$ cat src/rtl/mux4_scan_sequencer.sv
`default_nettype none
// ============================================================================
// Module      : mux4_scan_sequencer
// Description : Upstream scan controller for a 4:1 mux. Steps the 2-bit
//               select through the enabled channels, waits a programmable
//               dwell on each, captures the mux output and presents it
//               downstream with a valid/ready handshake. Supports a single
//               pass or continuous passes until stopped.
// Ports       : clk, rst_n (sync, active low)
//               start / continuous / stop / ch_mask / dwell : scan control
//               s -> mux select, f <- mux data
//               out_data / out_ch / out_valid / out_ready   : sample stream
//               busy (scan in progress), done (one-cycle end pulse)
// Revision    : 1.0 - initial release
// ============================================================================
module mux4_scan_sequencer #(
    parameter int DATA_W  = 3,
    parameter int DWELL_W = 4
) (
    input  logic               clk,
    input  logic               rst_n,
    input  logic               start,
    input  logic               continuous,
    input  logic               stop,
    input  logic [3:0]         ch_mask,
    input  logic [DWELL_W-1:0] dwell,
    output logic [1:0]         s,
    input  logic [DATA_W-1:0]  f,
    output logic [DATA_W-1:0]  out_data,
    output logic [1:0]         out_ch,
    output logic               out_valid,
    input  logic               out_ready,
    output logic               busy,
    output logic               done
);

    typedef enum logic [1:0] {
        ST_IDLE  = 2'd0,
        ST_DWELL = 2'd1,
        ST_HOLD  = 2'd2,
        ST_DONE  = 2'd3
    } state_t;

    state_t               state_q,     state_d;
    logic [1:0]           s_q,         s_d;
    logic [DATA_W-1:0]    out_data_q,  out_data_d;
    logic [1:0]           out_ch_q,    out_ch_d;
    logic                 out_valid_q, out_valid_d;
    logic                 busy_q,      busy_d;
    logic                 done_q,      done_d;
    logic [DWELL_W-1:0]   cnt_q,       cnt_d;
    logic [3:0]           mask_q,      mask_d;
    logic                 cont_q,      cont_d;
    logic                 stop_seen_q, stop_seen_d;

    logic [3:0]           above_mask;
    logic                 stop_now;

    // Index of the lowest set bit; only called with a non-zero mask.
    function automatic logic [1:0] lowest_ch(input logic [3:0] m);
        if (m[0])      return 2'd0;
        else if (m[1]) return 2'd1;
        else if (m[2]) return 2'd2;
        else           return 2'd3;
    endfunction

    // Enabled channels strictly above the current select. For s=3 the shift
    // overflows to zero, the subtraction yields all ones and the result is
    // empty, which is exactly the wrap condition.
    assign above_mask = mask_q & ~((4'b0010 << s_q) - 4'd1);

    // A stop seen at any point while holding a sample ends the scan once
    // that sample has been handed over.
    assign stop_now = stop_seen_q | stop;

    always_comb begin
        state_d     = state_q;
        s_d         = s_q;
        out_data_d  = out_data_q;
        out_ch_d    = out_ch_q;
        out_valid_d = out_valid_q;
        busy_d      = busy_q;
        done_d      = 1'b0;
        cnt_d       = cnt_q;
        mask_d      = mask_q;
        cont_d      = cont_q;
        stop_seen_d = stop_seen_q;

        case (state_q)
            ST_IDLE: begin
                // start takes priority over a simultaneous stop
                if (start && (ch_mask != 4'd0)) begin
                    mask_d      = ch_mask;
                    cont_d      = continuous;
                    s_d         = lowest_ch(ch_mask);
                    cnt_d       = dwell;
                    busy_d      = 1'b1;
                    stop_seen_d = 1'b0;
                    state_d     = ST_DWELL;
                end
            end

            ST_DWELL: begin
                if (stop) begin
                    // abandon the current channel without sampling
                    busy_d  = 1'b0;
                    done_d  = 1'b1;
                    state_d = ST_DONE;
                end else if (cnt_q != '0) begin
                    cnt_d = cnt_q - DWELL_W'(1);
                end else begin
                    out_data_d  = f;
                    out_ch_d    = s_q;
                    out_valid_d = 1'b1;
                    state_d     = ST_HOLD;
                end
            end

            ST_HOLD: begin
                if (out_ready) begin
                    out_valid_d = 1'b0;
                    if (stop_now) begin
                        busy_d  = 1'b0;
                        done_d  = 1'b1;
                        state_d = ST_DONE;
                    end else if (above_mask != 4'd0) begin
                        s_d     = lowest_ch(above_mask);
                        cnt_d   = dwell;
                        state_d = ST_DWELL;
                    end else if (cont_q && (ch_mask != 4'd0)) begin
                        // pass complete: pick up the current mask for the next pass
                        mask_d  = ch_mask;
                        s_d     = lowest_ch(ch_mask);
                        cnt_d   = dwell;
                        state_d = ST_DWELL;
                    end else begin
                        busy_d  = 1'b0;
                        done_d  = 1'b1;
                        state_d = ST_DONE;
                    end
                end else begin
                    stop_seen_d = stop_now;
                end
            end

            ST_DONE: begin
                state_d = ST_IDLE;
            end

            default: begin
                state_d = ST_IDLE;
            end
        endcase
    end

    always_ff @(posedge clk) begin
        if (!rst_n) begin
            state_q     <= ST_IDLE;
            s_q         <= 2'd0;
            out_data_q  <= '0;
            out_ch_q    <= 2'd0;
            out_valid_q <= 1'b0;
            busy_q      <= 1'b0;
            done_q      <= 1'b0;
            cnt_q       <= '0;
            mask_q      <= 4'd0;
            cont_q      <= 1'b0;
            stop_seen_q <= 1'b0;
        end else begin
            state_q     <= state_d;
            s_q         <= s_d;
            out_data_q  <= out_data_d;
            out_ch_q    <= out_ch_d;
            out_valid_q <= out_valid_d;
            busy_q      <= busy_d;
            done_q      <= done_d;
            cnt_q       <= cnt_d;
            mask_q      <= mask_d;
            cont_q      <= cont_d;
            stop_seen_q <= stop_seen_d;
        end
    end

    assign s         = s_q;
    assign out_data  = out_data_q;
    assign out_ch    = out_ch_q;
    assign out_valid = out_valid_q;
    assign busy      = busy_q;
    assign done      = done_q;

endmodule
`default_nettype wire

$ cat config.mk
export PLATFORM = sky130hd
export DESIGN_NAME = mux4_scan_sequencer
export DESIGN_NICKNAME = d
export VERILOG_FILES = /design/src/rtl/mux4_scan_sequencer.sv
export SDC_FILE = /design/constraint.sdc
export NUM_CORES = 1
export LEC_CHECK = 0
export CORE_MARGIN = 2
export CORE_UTILIZATION = 25
export CTS_BUF_LIST = sky130_fd_sc_hd__clkbuf_8
export DETAILED_ROUTE_END_ITERATION = 8
export GPL_TIMING_DRIVEN = 0
export PLACE_DENSITY = 0.58
export SYNTH_ARGS = -nofsm -noshare
export SYNTH_HDL_FRONTEND = slang
export SYNTH_SLANG_ARGS = --single-unit
$ cat constraint.sdc
create_clock -name clk -period 1.6 [get_ports clk]
set_input_delay 0.48 -clock clk [delete_from_list [all_inputs] [get_ports clk]]
set_output_delay 0.48 -clock clk [all_outputs]
set_load 0.02 [all_outputs]
==> results_dict.tcl <==
set metrics [dict create \
    setup_viol 2 \
    syn_inst 155 \
    dp_hpwl_mm 2.46 \
    worstSetupStartpointType "flop" \
    report.final.slew_viol_count 0 \
    place_congestion 0.818 \
    p_leak_uw 0.000819 \
    clock_skew_ps 3.07 \
    num_vias 1329 \
    cp.required_ps 1790 \
    timing.rr.end "cnt_q[3]" \
    drtPass1Iterations 4 \
    drive_gt1_share_pct 30.5 \
    async_flop_share_pct 0 \
    p_comb_share_pct 63.0 \
    rows 26 \
    slowest_delay_ps 360 \
    cts_buffers 3 \
    worstSkewPairLatency_ps 270 \
    die_area_um2 5760 \
    tightest_slew_ps 514 \
    seqPwrFrac_pct 26.1 \
    die_h_um 75.9 \
    hold_violations 0 \
    synth_nets 178 \
    switching_share_pct 43.7 \
    path_max_fanout 4 \
    r2r_start "state_q[1]" \
    ant_nets 0 \
    ios 27 \
    crit_start "state_q[1]" \
    cts_tree "done" \
    status "finished, violations left" \
    cts.sinks 21 \
    synth_commonest_cells "21 x dfxtp_1, 20 x nand2_1, 12 x inv_1, 11 x nor2_1" \
    drt_iter0_drc 88 \
    synth-edff-count 0 \
    vias_per_cell 4.92 \
    finalCritPeriodShare_pct 101 \
    cts_root_buffer "clkbuf_8" \
    synth_top_area_cell "dfxtp_1" \
    irDropWorstVdd_v 0.000526 \
    area_delta_synth_final_pct 51.7 \
    setup_slack_ps -15.1 \
    max_freq_mhz 619 \
    wl_per_cell_um 13.5 \
    cts.clk_slew.worst_paths_ps 80 \
    syn_avg_cell_area_um2 8.33 \
    syn-cell-area_um2 1290 \
    rsz0062_at_grt "yes" \
    n_antenna_cell 0 \
    portBuffers 25 \
    start_util_pct 25.6 \
    worst-r2r-cell-count 7 \
    fill_cells 517 \
    cp-endpoint "cnt_q[3]" \
    synth.most_common_cell "dfxtp_1" \
    relSlewSlack_pct 65.8 \
    synth_top_area_share_pct 32.6 \
    fin_nets 224 \
    htree_levels 1 \
    p_per_area_nw_per_um2 1710 \
    post-route-drc-count 0 \
    clkPwrFrac_pct 10.9 \
    hold_class "reg -> reg" \
    switching_power_uw 1470 \
    p_total_uw 3350 \
    drt-total-wl_mm 3.63 \
    grt_pass1_wl_mm 5.95 \
    dp_slack_ps -763 \
    synthTopCellsByArea "dfxtp_1 33%, mux2i_1 7.0%, ha_1 5.8%, nand2_1 5.8%, a21oi_1 3.5%" \
    postCtsHoldBufs 0 \
    grtUsageTotal_pct 13.5 \
    core_area_um2 5040 \
    slowest_stage "dfxtp_4" \
    ys_ff_latch 21 \
    grt_max_degree 12 \
    synth-seq-area-share_pct 32.6 \
    min_period_ps 1620 \
    p_int_uw 1890 \
    critical_path_class "reg -> reg" \
    max-cap-violations 0 \
    clk_path_buf_depth 2 \
    grt_pass1_vias 1259 \
    die_w_um 75.9 \
    grt_overflow 0 \
    end_kind "flop" \
    synth_cell_type_count 42 \
    yosys_warnings 0 \
    synth_flop_cell "dfxtp_1" \
    worstPathArrival_ps 1810 \
    antenna_found_initial 0 \
    failed_checks "setup timing" \
    rrSetupSlack_ps -20 \
    path_cells "buf_6 -> ha_4 -> a22oi_4 -> buf_4 -> and3_4 -> nand2_4 -> o31ai_2" \
]
-- registers in the layout, indices dropped and copies added, names as in the netlist --
signal,flops
stop_seen_q,1
busy,1
out_data,3
cnt_q,4
state_q,2
done,1
out_ch,2
cont_q,1
s,2
out_valid,1
mask_q,3
-- through the flow --
step                area [µm²]  setup TNS [ps]  std cells  hold WS (ps)  util (%)
global placement          1650          -10880        250           444      32.7
detailed placement        1650          -11320        250           450      32.7
CTS                       1840           -7.76        264           459      36.5
floorplan                 1310           -10.3        155           448         -
finish                    1960           -19.3        270           455      38.9
global route              1960            -428        270           495      38.9
-- cells in the final DEF, fill, tap and decap left out, drive strengths merged, types with 4 or more instances in the layout --
cell / n
inv: 13
dfxtp: 21
nand3: 6
nor2: 11
ha: 6
clkbuf: 6
nand2: 20
mux2i: 9
a21oi: 9
o21ai: 8
clkdlybuf4s50: 8
dlygate4sd2: 11
o211ai: 4
buf: 23
-- worst min path at each step --
stage               from        end  cells past startpoint
6_report       out_ch[1]  out_ch[1]                      2
5_1_grt        out_ch[1]  out_ch[1]                      2
4_1_cts        out_ch[1]  out_ch[1]                      2
3_5_place_dp   out_ch[1]  out_ch[1]                      2
3_3_place_gp   out_ch[0]  out_ch[0]                      2
2_1_floorplan  mask_q[2]  mask_q[2]                      2
-- cell families after synthesis --
group,after synthesis,synth area share (%)
compound gates,46,27.9
buf+inv,18,5.43
flops,21,32.6
fa+ha+maj,6,5.81
mux,9,6.98
simple gates,55,21.3
-- worst max-delay path: cells and delay by family, from the launching register on --
kind / cells / cell delay [ps]
fa+ha+maj: 1 / 180
simple gates: 2 / 260
buf+inv: 2 / 270
compound gates: 2 / 480
flops: 1 / 360
-- final cells by class --
| type | instances | area [µm²] | share of cell area, % |
|---|---|---|---|
| multi-input cells | 116 | 968 | 49.4 |
| flip-flops and latches | 21 | 428 | 21.8 |
| repair buffers | 41 | 344 | 17.6 |
| well taps | 70 | 87.6 | 4.47 |
| inverters | 12 | 47.5 | 2.43 |
| clock buffers | 3 | 41.3 | 2.11 |
| plain buffers | 6 | 38.8 | 1.98 |
| clock inverters | 1 | 3.75 | 0.192 |
-- power groups by stage --
stage / clock (µW) / sequential, µW / combinational [µW]
floorplan: 0 / 889 / 1050
global placement: 0 / 856 / 1500
detailed placement: 0 / 856 / 1510
CTS: 374 / 858 / 1800
global route: 395 / 904 / 2310
finish: 365 / 876 / 2110
-- per-layer routing --
metal,track usage [%],wire [µm],vias up
met5,0,0,-
met4,4.68,55,0
met3,2.12,127,5
met2,23.4,1840,28
met1,17.0,1610,640
li1,-,-,656
-- what timing repair did --
item | in CTS | in global routing
setup endpoints to repair | 31 | 17
setup buffers | 10 | 6
pin swaps | 8 | 8
gates resized for setup | 59 | 23
No activity file was read; power rests on OpenSTA's default activity.
